File: src/rtl/execute_unit_m.sv
// execute_unit_m -- RV32IM execute stage with valid/ready handshakes on both
// sides and a pipeline flush.
//
// Ports:
//   i_clk, i_reset_n    clock, asynchronous active-low reset
//   i_flush             drop the in-flight mul/div and the output register
//   i_valid / o_ready   upstream handshake
//   i_pc, i_control_signal, i_rs1, i_rs2, i_imm   op and operands
//   o_valid / i_ready   downstream handshake
//   o_control_signal    control of the op carried by the result
//   o_rd_output         rd value, or memory address for mem ops
//   o_pc_ext, o_pc_load next-PC target and redirect flag
//   o_state             FSM state (EXU_IDLE / EXU_MUL / EXU_DIV)
//
// Handshake: a transfer happens on a rising edge where valid && ready are both
// high on that side. o_ready never depends on i_valid. The output register is
// held unchanged while o_valid && !i_ready.

package execute_unit_pkg;
    typedef struct packed {
        logic       alu_imm;
        logic       alu_reg;
        logic       cond_branch;
        logic       uncond_branch;
        logic       load_upper_imm;
        logic       mem;
        logic       muldiv;
        logic       iop;
        logic [2:0] fcs_opcode;
    } control_s;

    typedef enum logic [1:0] {
        EXU_IDLE = 2'd0,
        EXU_MUL  = 2'd1,
        EXU_DIV  = 2'd2
    } EXU_state_t;
endpackage

module execute_unit_m
    import execute_unit_pkg::*;
#(
    parameter int XLEN       = 32,
    parameter int MUL_STAGES = 2
) (
    input  logic            i_clk,
    input  logic            i_reset_n,
    input  logic            i_flush,
    input  logic            i_valid,
    output logic            o_ready,
    input  logic [XLEN-1:0] i_pc,
    input  control_s        i_control_signal,
    input  logic [XLEN-1:0] i_rs1,
    input  logic [XLEN-1:0] i_rs2,
    input  logic [XLEN-1:0] i_imm,
    output logic            o_valid,
    input  logic            i_ready,
    output control_s        o_control_signal,
    output logic [XLEN-1:0] o_rd_output,
    output logic [XLEN-1:0] o_pc_ext,
    output logic            o_pc_load,
    output EXU_state_t      o_state
);
    localparam int SHW   = $clog2(XLEN);
    localparam int CNT_W = $clog2(XLEN + MUL_STAGES + 1);
    localparam logic [XLEN-1:0] MIN_NEG = {1'b1, {(XLEN-1){1'b0}}};

    EXU_state_t       state_q, state_d;
    logic             valid_q, valid_d;
    logic [XLEN-1:0]  rd_q, rd_d, pc_ext_q, pc_ext_d;
    logic             pc_load_q, pc_load_d;
    control_s         ctrl_q, ctrl_d, op_ctrl_q, op_ctrl_d;
    logic [XLEN-1:0]  op_pc_q, op_pc_d;
    // opa/opb hold the multiplier operands, or dividend-shift/divisor magnitude
    logic [XLEN-1:0]  opa_q, opa_d, opb_q, opb_d, rem_q, rem_d;
    logic [CNT_W-1:0] cnt_q, cnt_d;
    logic             quo_neg_q, quo_neg_d, rem_neg_q, rem_neg_d;

    // ---------------- single-cycle datapath (from the inputs) ----------------
    logic [XLEN-1:0] op_b, alu_res, pc_plus4, pc_plus_imm, rs1_plus_imm;
    logic [SHW-1:0]  shamt;
    logic            br_taken;
    logic [XLEN-1:0] sc_rd, sc_pc_ext;
    logic            sc_pc_load;
    logic            div_signed, a_neg, b_neg, div_zero, div_special;
    logic [XLEN-1:0] a_mag, b_mag, special_res;

    always_comb begin
        op_b         = i_control_signal.alu_imm ? i_imm : i_rs2;
        shamt        = op_b[SHW-1:0];
        pc_plus4     = i_pc + XLEN'(4);
        pc_plus_imm  = i_pc + i_imm;
        rs1_plus_imm = i_rs1 + i_imm;

        case (i_control_signal.fcs_opcode)
            3'b000:  alu_res = i_control_signal.iop ? i_rs1 - op_b : i_rs1 + op_b;
            3'b001:  alu_res = i_rs1 << shamt;
            3'b010:  alu_res = XLEN'($signed(i_rs1) < $signed(op_b));
            3'b011:  alu_res = XLEN'(i_rs1 < op_b);
            3'b100:  alu_res = i_rs1 ^ op_b;
            3'b101:  alu_res = i_control_signal.iop ? $unsigned($signed(i_rs1) >>> shamt)
                                                    : i_rs1 >> shamt;
            3'b110:  alu_res = i_rs1 | op_b;
            default: alu_res = i_rs1 & op_b;
        endcase

        case (i_control_signal.fcs_opcode)
            3'b000:  br_taken = (i_rs1 == i_rs2);
            3'b001:  br_taken = (i_rs1 != i_rs2);
            3'b100:  br_taken = ($signed(i_rs1) < $signed(i_rs2));
            3'b101:  br_taken = ($signed(i_rs1) >= $signed(i_rs2));
            3'b110:  br_taken = (i_rs1 < i_rs2);
            3'b111:  br_taken = (i_rs1 >= i_rs2);
            default: br_taken = 1'b0;
        endcase

        // Divide set-up: odd fcs codes are the unsigned forms, fcs[1] selects REM.
        div_signed  = !i_control_signal.fcs_opcode[0];
        a_neg       = div_signed && i_rs1[XLEN-1];
        b_neg       = div_signed && i_rs2[XLEN-1];
        a_mag       = a_neg ? -i_rs1 : i_rs1;
        b_mag       = b_neg ? -i_rs2 : i_rs2;
        div_zero    = (i_rs2 == '0);
        div_special = div_zero || (div_signed && i_rs1 == MIN_NEG && i_rs2 == '1);
        if (i_control_signal.fcs_opcode[1])
            special_res = div_zero ? i_rs1 : '0;
        else
            special_res = div_zero ? '1 : i_rs1;

        sc_rd      = '0;
        sc_pc_ext  = pc_plus4;
        sc_pc_load = 1'b0;
        if (i_control_signal.muldiv) begin
            sc_rd = special_res;  // only used for divide special cases
        end else if (i_control_signal.alu_imm || i_control_signal.alu_reg) begin
            sc_rd = alu_res;
        end else if (i_control_signal.cond_branch) begin
            sc_pc_load = br_taken;
            sc_pc_ext  = br_taken ? pc_plus_imm : pc_plus4;
        end else if (i_control_signal.uncond_branch) begin
            sc_rd      = pc_plus4;
            sc_pc_load = 1'b1;
            sc_pc_ext  = (i_control_signal.fcs_opcode == 3'b011) ?
                         {rs1_plus_imm[XLEN-1:1], 1'b0} : pc_plus_imm;
        end else if (i_control_signal.load_upper_imm) begin
            sc_rd = i_control_signal.iop ? i_imm : pc_plus_imm;
        end else if (i_control_signal.mem) begin
            sc_rd = rs1_plus_imm;
        end
    end

    // ---------------- multi-cycle datapath (from latched operands) -----------
    logic            mul_sa, mul_sb;
    logic [2*XLEN-1:0] mul_prod;
    logic [XLEN-1:0] mul_res, div_res;
    logic [XLEN:0]   div_shift;
    logic            div_ge;

    always_comb begin
        // MULH is s*s, MULHSU s*u; sign-extend to 2*XLEN so an unsigned multiply
        // yields the correct two's-complement product.
        mul_sa   = (op_ctrl_q.fcs_opcode == 3'b001) || (op_ctrl_q.fcs_opcode == 3'b010);
        mul_sb   = (op_ctrl_q.fcs_opcode == 3'b001);
        mul_prod = {{XLEN{mul_sa && opa_q[XLEN-1]}}, opa_q} *
                   {{XLEN{mul_sb && opb_q[XLEN-1]}}, opb_q};
        mul_res  = (op_ctrl_q.fcs_opcode[1:0] == 2'b00) ? mul_prod[XLEN-1:0]
                                                         : mul_prod[2*XLEN-1:XLEN];

        // One restoring step: shift the next dividend bit into the remainder.
        div_shift = {rem_q, opa_q[XLEN-1]};
        div_ge    = (div_shift >= {1'b0, opb_q});
        if (op_ctrl_q.fcs_opcode[1])
            div_res = rem_neg_q ? -rem_q : rem_q;
        else
            div_res = quo_neg_q ? -opa_q : opa_q;
    end

    // ---------------- control FSM --------------------------------------------
    logic out_free, accept;

    always_comb begin
        out_free = !valid_q || i_ready;
        o_ready  = (state_q == EXU_IDLE) && out_free && !i_flush;
        accept   = i_valid && o_ready;

        state_d   = state_q;
        valid_d   = valid_q && !i_ready;
        rd_d      = rd_q;
        pc_ext_d  = pc_ext_q;
        pc_load_d = pc_load_q;
        ctrl_d    = ctrl_q;
        op_ctrl_d = op_ctrl_q;
        op_pc_d   = op_pc_q;
        opa_d     = opa_q;
        opb_d     = opb_q;
        rem_d     = rem_q;
        cnt_d     = cnt_q;
        quo_neg_d = quo_neg_q;
        rem_neg_d = rem_neg_q;

        if (i_flush) begin
            valid_d = 1'b0;
            state_d = EXU_IDLE;
        end else begin
            case (state_q)
                EXU_IDLE: if (accept) begin
                    op_ctrl_d = i_control_signal;
                    op_pc_d   = i_pc;
                    cnt_d     = '0;
                    if (i_control_signal.muldiv && !i_control_signal.fcs_opcode[2]) begin
                        state_d = EXU_MUL;
                        opa_d   = i_rs1;
                        opb_d   = i_rs2;
                    end else if (i_control_signal.muldiv && !div_special) begin
                        state_d   = EXU_DIV;
                        opa_d     = a_mag;
                        opb_d     = b_mag;
                        rem_d     = '0;
                        quo_neg_d = a_neg ^ b_neg;
                        rem_neg_d = a_neg;
                    end else begin
                        valid_d   = 1'b1;
                        rd_d      = sc_rd;
                        pc_ext_d  = sc_pc_ext;
                        pc_load_d = sc_pc_load;
                        ctrl_d    = i_control_signal;
                    end
                end
                EXU_MUL: begin
                    if (cnt_q == CNT_W'(MUL_STAGES - 1)) begin
                        if (out_free) begin
                            state_d   = EXU_IDLE;
                            valid_d   = 1'b1;
                            rd_d      = mul_res;
                            pc_ext_d  = op_pc_q + XLEN'(4);
                            pc_load_d = 1'b0;
                            ctrl_d    = op_ctrl_q;
                        end
                    end else begin
                        cnt_d = cnt_q + CNT_W'(1);
                    end
                end
                EXU_DIV: begin
                    if (cnt_q == CNT_W'(XLEN)) begin
                        if (out_free) begin
                            state_d   = EXU_IDLE;
                            valid_d   = 1'b1;
                            rd_d      = div_res;
                            pc_ext_d  = op_pc_q + XLEN'(4);
                            pc_load_d = 1'b0;
                            ctrl_d    = op_ctrl_q;
                        end
                    end else begin
                        rem_d = div_ge ? XLEN'(div_shift - {1'b0, opb_q}) : div_shift[XLEN-1:0];
                        opa_d = {opa_q[XLEN-2:0], div_ge};
                        cnt_d = cnt_q + CNT_W'(1);
                    end
                end
                default: state_d = EXU_IDLE;
            endcase
        end
    end

    always_ff @(posedge i_clk or negedge i_reset_n) begin
        if (!i_reset_n) begin
            state_q   <= EXU_IDLE;
            valid_q   <= 1'b0;
            rd_q      <= '0;
            pc_ext_q  <= '0;
            pc_load_q <= 1'b0;
            ctrl_q    <= '0;
            op_ctrl_q <= '0;
            op_pc_q   <= '0;
            opa_q     <= '0;
            opb_q     <= '0;
            rem_q     <= '0;
            cnt_q     <= '0;
            quo_neg_q <= 1'b0;
            rem_neg_q <= 1'b0;
        end else begin
            state_q   <= state_d;
            valid_q   <= valid_d;
            rd_q      <= rd_d;
            pc_ext_q  <= pc_ext_d;
            pc_load_q <= pc_load_d;
            ctrl_q    <= ctrl_d;
            op_ctrl_q <= op_ctrl_d;
            op_pc_q   <= op_pc_d;
            opa_q     <= opa_d;
            opb_q     <= opb_d;
            rem_q     <= rem_d;
            cnt_q     <= cnt_d;
            quo_neg_q <= quo_neg_d;
            rem_neg_q <= rem_neg_d;
        end
    end

    assign o_valid          = valid_q;
    assign o_rd_output      = rd_q;
    assign o_pc_ext         = pc_ext_q;
    assign o_pc_load        = pc_load_q;
    assign o_control_signal = ctrl_q;
    assign o_state          = state_q;
endmodule

File: config.mk
export PLATFORM = sky130hd
export DESIGN_NAME = execute_unit_m
export DESIGN_NICKNAME = d
export VERILOG_FILES = /design/src/rtl/execute_unit_m.sv
export SDC_FILE = /design/constraint.sdc
export NUM_CORES = 2
export LEC_CHECK = 0
export ABC_AREA = 0
export CAP_MARGIN = 20
export CORE_MARGIN = 10
export CORE_UTILIZATION = 55
export CTS_CLUSTER_SIZE = 25
export DETAILED_ROUTE_END_ITERATION = 10
export PLACE_DENSITY = 0.76
export SLEW_MARGIN = 20
export SYNTH_ARGS = -nofsm -noshare
export SYNTH_HDL_FRONTEND = slang
export SYNTH_SLANG_ARGS = --single-unit
File: constraint.sdc
create_clock -name i_clk -period 25.7 [get_ports i_clk]
set_input_delay 3.855 -clock i_clk [delete_from_list [all_inputs] [get_ports i_clk]]
set_output_delay 3.855 -clock i_clk [all_outputs]
set_load 0.005 [all_outputs]
---- Word level (Yosys, flattened, before mapping) ----
Cells that the tools add are included.
cells by class
  mux-type cells .......................... 93
  shift-type cells ........................ 3
  magnitude comparators ................... 7
  reduce and logical (&&, ||, !) cells .... 38
  $add $sub $neg .......................... 12
  bitwise logic cells ..................... 6
  multiply operators ...................... 1
  equal/unequal tests ..................... 32
operators by type and width
  operator                                       count
  two-way mux 32 bit                             49
  one-hot mux 32 bit (7 select lines)            1
  one-hot mux 32 bit (3 select lines)            2
  less-than comparator 32 bit                    4
  negator 32 bit                                 4
  one-hot mux 32 bit (2 select lines)            2
  adder 32 bit                                   3
  two-way mux 11 bit                             6
  adder 32 x 3 -> 32 bit, second input constant  2
  equality test 32 bit, second input constant    2
  >= comparator 32 bit                           2
  multiplier 33 x 33 -> 64 bit                   1
  subtractor 32 bit                              2
  >= comparator 33 x 32 -> 1 bit                 1
  one-hot mux 11 bit (3 select lines)            1
  bitwise AND 32 bit                             1
  equality test 32 bit                           1
  zero test 32 bit                               1
  != test 32 bit                                 1
  bitwise OR 32 bit                              1
  left shift 32 x 5 -> 32 bit                    1
  right shift 32 x 5 -> 32 bit                   1
  >>> shifter 32 x 5 -> 32 bit                   1
  XOR 32 bit                                     1
  other kinds (35)                               101
word-level totals
  bits of input ports ..................... 144
  register bits after elaboration ......... 226
  word-level logic and storage cells ...... 222
  output and inout bits ................... 80

---- Depth between registers and ports, before layout ----
  depth after elaboration ................. 11
  depth in mapped cells ................... 32
  gate-level depth less buffers ........... 30

---- Least setup slack after synthesis ----
No wires, ideal clock.
  path kind ............................... reg-to-reg
  from .................................... register op_ctrl_q[1] (netlist bit)
  to ...................................... register rd_q[30], in the netlist o_rd_output[30]
  arrival ................................. 8,626 ps
  buffers on the path ..................... 2
  period minus slack after synthesis ...... 8,691 ps
  data required time ...................... 25,635 ps
  setup slack ............................. 17,009 ps
  stages on the path, launching flop included .. 33
  library setup time ...................... 65 ps
  cells stage by stage .................... dfrtp_1 > clkbuf_1 > xnor2_1 > nor3_1 > nand2_1 > inv_1 > fa_1 > inv_1 > fa_1 > inv_1 > fa_1 > inv_1 > fa_1 > inv_1 > fa_1 > fa_1 > fa_1 > inv_1 > fa_1 > inv_1 > ha_1 > clkbuf_1 > a21oi_1 > o21ai_0 > a221o_1 > a21oi_1 > o211ai_1 > a21o_1 > a21oi_1 > o41ai_1 > xnor2_1 > o21ai_0 > o221a_2
between the ends
  longest elaborated chain between the ends .. 8
  elaborated cells between the ends (all ways) .. 14
  classes of those cells .................. 1 x mul; 2 x eq/ne; 7 x mux; 4 x reduce/logical
RTL lines
  item                                                                          line      source
  start, declared                                                               71        control_s ctrl_q, ctrl_d, op_ctrl_q, op_ctrl_d;
  start signal, assigned                                                        286       op_ctrl_q <= op_ctrl_d;
  equality test 3 x 1 -> 1 bit or equality test 3 x 2 -> 1 bit (tied branches)  161, 162
  logical OR 1 bit                                                              161       mul_sa = (op_ctrl_q.fcs_opcode == 3'b001) || (op_ctrl_q.fcs_opcode == 3'b010);
  logical AND 1 bit                                                             163       mul_prod = {{XLEN{mul_sa && opa_q[XLEN-1]}}, opa_q} *
  multiplier 33 x 33 -> 64 bit                                                  163
  two-way mux 32 bit                                                            165       mul_res = (op_ctrl_q.fcs_opcode[1:0] == 2'b00) ? mul_prod[XLEN-1:0]
  two-way mux 32 bit                                                            230       if (out_free) begin
  two-way mux 32 bit                                                            229       if (cnt_q == CNT_W'(MUL_STAGES - 1)) begin
  one-hot mux 32 bit (3 select lines) (*)                                       204       case (state_q)
  end signal, assigned                                                          282       rd_q <= rd_d;
  end, declared                                                                 69        logic [XLEN-1:0] rd_q, rd_d, pc_ext_q, pc_ext_d;
Every way passes the cells marked *; elsewhere a longest branch is shown, timed or not. The select of a mux whose other input is x is not followed.
A chain may end at the register's enable or synchronous reset.

---- Worst setup path after layout ----
  from .................................... register opb_q[2]
  to ...................................... register rd_q[30], in the netlist o_rd_output[30]
between the ends
  longest elaborated chain between the ends .. 5
RTL lines
  item                                 line  source
  start, declared                      74    logic [XLEN-1:0] opa_q, opa_d, opb_q, opb_d, rem_q, rem_d;
  start signal, assigned               289   opb_q <= opb_d;
  multiplier 33 x 33 -> 64 bit         163
  two-way mux 32 bit                   165
  two-way mux 32 bit                   230
  two-way mux 32 bit                   229
  one-hot mux 32 bit (3 select lines)  204
No other way between the ends. The select of a mux whose other input is x is not followed.

==> out/metrics.cfg <==
[drt]
routed_wl_mm = 287
detail-route-antenna-nets = 0
wl_per_cell_microns = 28.4
via_count = 65500
firstDrtPassIters = 8
route.detailed.drc = 0
first_iter_violations = 8136
viasPerCell = 6.47

[clocking]
cts_htree_levels = 1
worstSkewPairLatency_ps = 620
cts_sinks = 226
cts_tree = done
cts_buffer_depth = 3
cts_hold_buf = 0
cts_resized = 0
clkTransAtPathRegs_ps = 60
numCtsBuffers = 29
cts_setup_buffers = 0
root_buffer = clkbuf_16

[hold_path]
whs_path_depth = 2
min_to = o_control_signal[9]
min_path_type = reg -> reg
worstHoldStart = o_control_signal[9]

[grt]
antenna_found_initial = 26
grt_max_degree = 79
grt_pass1_vias = 66700
grtUsageTotal_pct = 40.2
globalRoute.totalOverflow = 0
grt_pass1_wl_mm = 428

[synth]
synth_seq_cells = 226
synth_top_cell_by_area = fa_1
synth.net_count = 10300
synth_top_area_share_pct = 32.8
synth-async-reset-ratio_pct = 100
synth_seq_area_share_pct = 8.19
yosysUniqueCellTypes = 97
syn_area_per_cell_sq_um = 8.06
synth_warnings = 0
synth_ff_type = dfrtp_1
synthTopCellsByArea = fa_1 33%, dfrtp_1 8.2%, ha_1 8.2%
synth-edff-count = 0
netlist_instances = 8571
synth.cell_area_sq_um = 69100

[critical_path]
reg2reg_slack_ps = 15620
end_kind = flop
slowest_delay_ps = 1150
cp.required_ps = 26250
rr_startpoint = opb_q[2]
arrival_ps = 10630
r2r_end = o_rd_output[30]
reg2reg_depth = 28
cp_slowest_cell = dfrtp_1
critPathMaxFanout = 32
start_kind = flop
critical_path_class = reg -> reg

[placement]
port_buffers = 223
hpwl_mm = 225
place_congestion = 1.13

[timing]
fin_crit_sh_pct = 39.2
tns_ps = 0
rsz0062_at_grt = false
min_period_ps = 10080
whs_ps = 478
fin_skew_ps = 17.4
max_slew_margin_pct = 12.9
hold_violations = 0
slew_viol_final = 0
worst_pin_slew_ps = 1300
setup_violations = 0
timing.fmax_ghz = 0.0992

[final_layout]
final_common_cell = inv_1
utilization_pct = 59.3
drive_gt1_share_pct = 3.99
multi_input_area_sq_um = 56200
syn_to_final_growth_pct = 6.71
regArea_sq_um = 5660
n_fill_cell = 11100
final_nets = 10200
final_cell_mix = 1384 x inv_1, 1372 x nand2_1, 1129 x fa_1

[floorplan]
die_w_microns = 374
coreArea_sq_um = 124000
start_util_pct = 55.6
io_pins = 224
fp.dieH_microns = 374
std_cell_rows = 129
die_area_sq_um = 140000

[job]
cap_violations = 0

[run_status]
status = completed

per-layer routing:
| metal | up-vias | wire length [microns] | GRT usage (%) |
|---|---|---|---|
| met4 | 30 | 23600 | 25.2 |
| met2 | 4351 | 127000 | 62.8 |
| li1 | 27500 | - | - |
| met3 | 1159 | 34200 | 11.3 |
| met5 | - | 190 | 0 |
| met1 | 32400 | 103000 | 48.8 |
synthesized netlist by cell type (all sizes together) (96+ instances only):
library cell,instances
xnor2,231
a21o,96
ha,450
nand3,126
nor2,407
xor2,117
and2,272
mux2i,174
o21ai,405
dfrtp,226
a21oi,456
nor3,97
fa,1130
clkbuf,449
buf,97
nand2,1374
inv,1386
worst max-delay path: cells and delay by family (launching register included):
family | cells | cell delay [ps]
simple gates | 2 | 730
compound gates | 9 | 1770
xor+xnor | 1 | 170
buf+inv | 7 | 1690
flops | 1 | 1150
fa+ha+maj | 9 | 4510
worst max-delay path by stage:
stage	start	to	slack, ps
final	opb_q[2]	o_rd_output[30]	15620
after global routing	opb_q[2]	o_rd_output[30]	15240
after CTS	opb_q[2]	o_rd_output[30]	15730
after detailed placement	i_rs2[0]	o_rd_output[24]	15720
after global placement	i_rs2[0]	o_rd_output[24]	15670
after floorplan	op_ctrl_q[1]	o_rd_output[30]	17010
state kept, by name, summed over array words and instances (netlist names):
name              count
o_pc_ext             32
op_pc_q              32
opb_q                32
o_valid               1
o_rd_output          32
o_state               2
o_control_signal     11
cnt_q                 6
o_pc_load             1
quo_neg_q             1
op_ctrl_q            11
opa_q                32
rem_neg_q             1
rem_q                32
layout make-up:
class                           count  share of cell area [%]
Antenna cell                       14                  0.0475
Clock buffer                       38                    1.11
Clock inverter                     13                   0.221
Inverter                         1393                    7.10
Multi-Input combinational cell   6406                    76.3
Sequential cell                   226                    7.68
Tap cell                         1637                    2.78
Timing Repair Buffer              400                    4.81
stage by stage:
| step | worst slack [ps] | cells | cell area, sq um |
|---|---|---|---|
| after floorplan | 17010 | 8571 | 69100 |
| after global placement | 15670 | 10100 | 72600 |
| after detailed placement | 15720 | 10100 | 72600 |
| after CTS | 15730 | 10100 | 73600 |
| after global routing | 15240 | 10100 | 73700 |
| final | 15620 | 10100 | 73700 |
cells by family after synthesis:
family          after synthesis  share of synthesized area, %
xor+xnor                    348                          4.41
fa+ha+maj                  1611                          41.4
mux                         196                          2.97
buf+inv                    1939                          10.6
compound gates             1670                          15.7
simple gates               2581                          16.8
flops                       226                          8.19
Power is not shown: default switching activity piles up to over one toggle a cycle in this logic, so the estimate is an artifact.
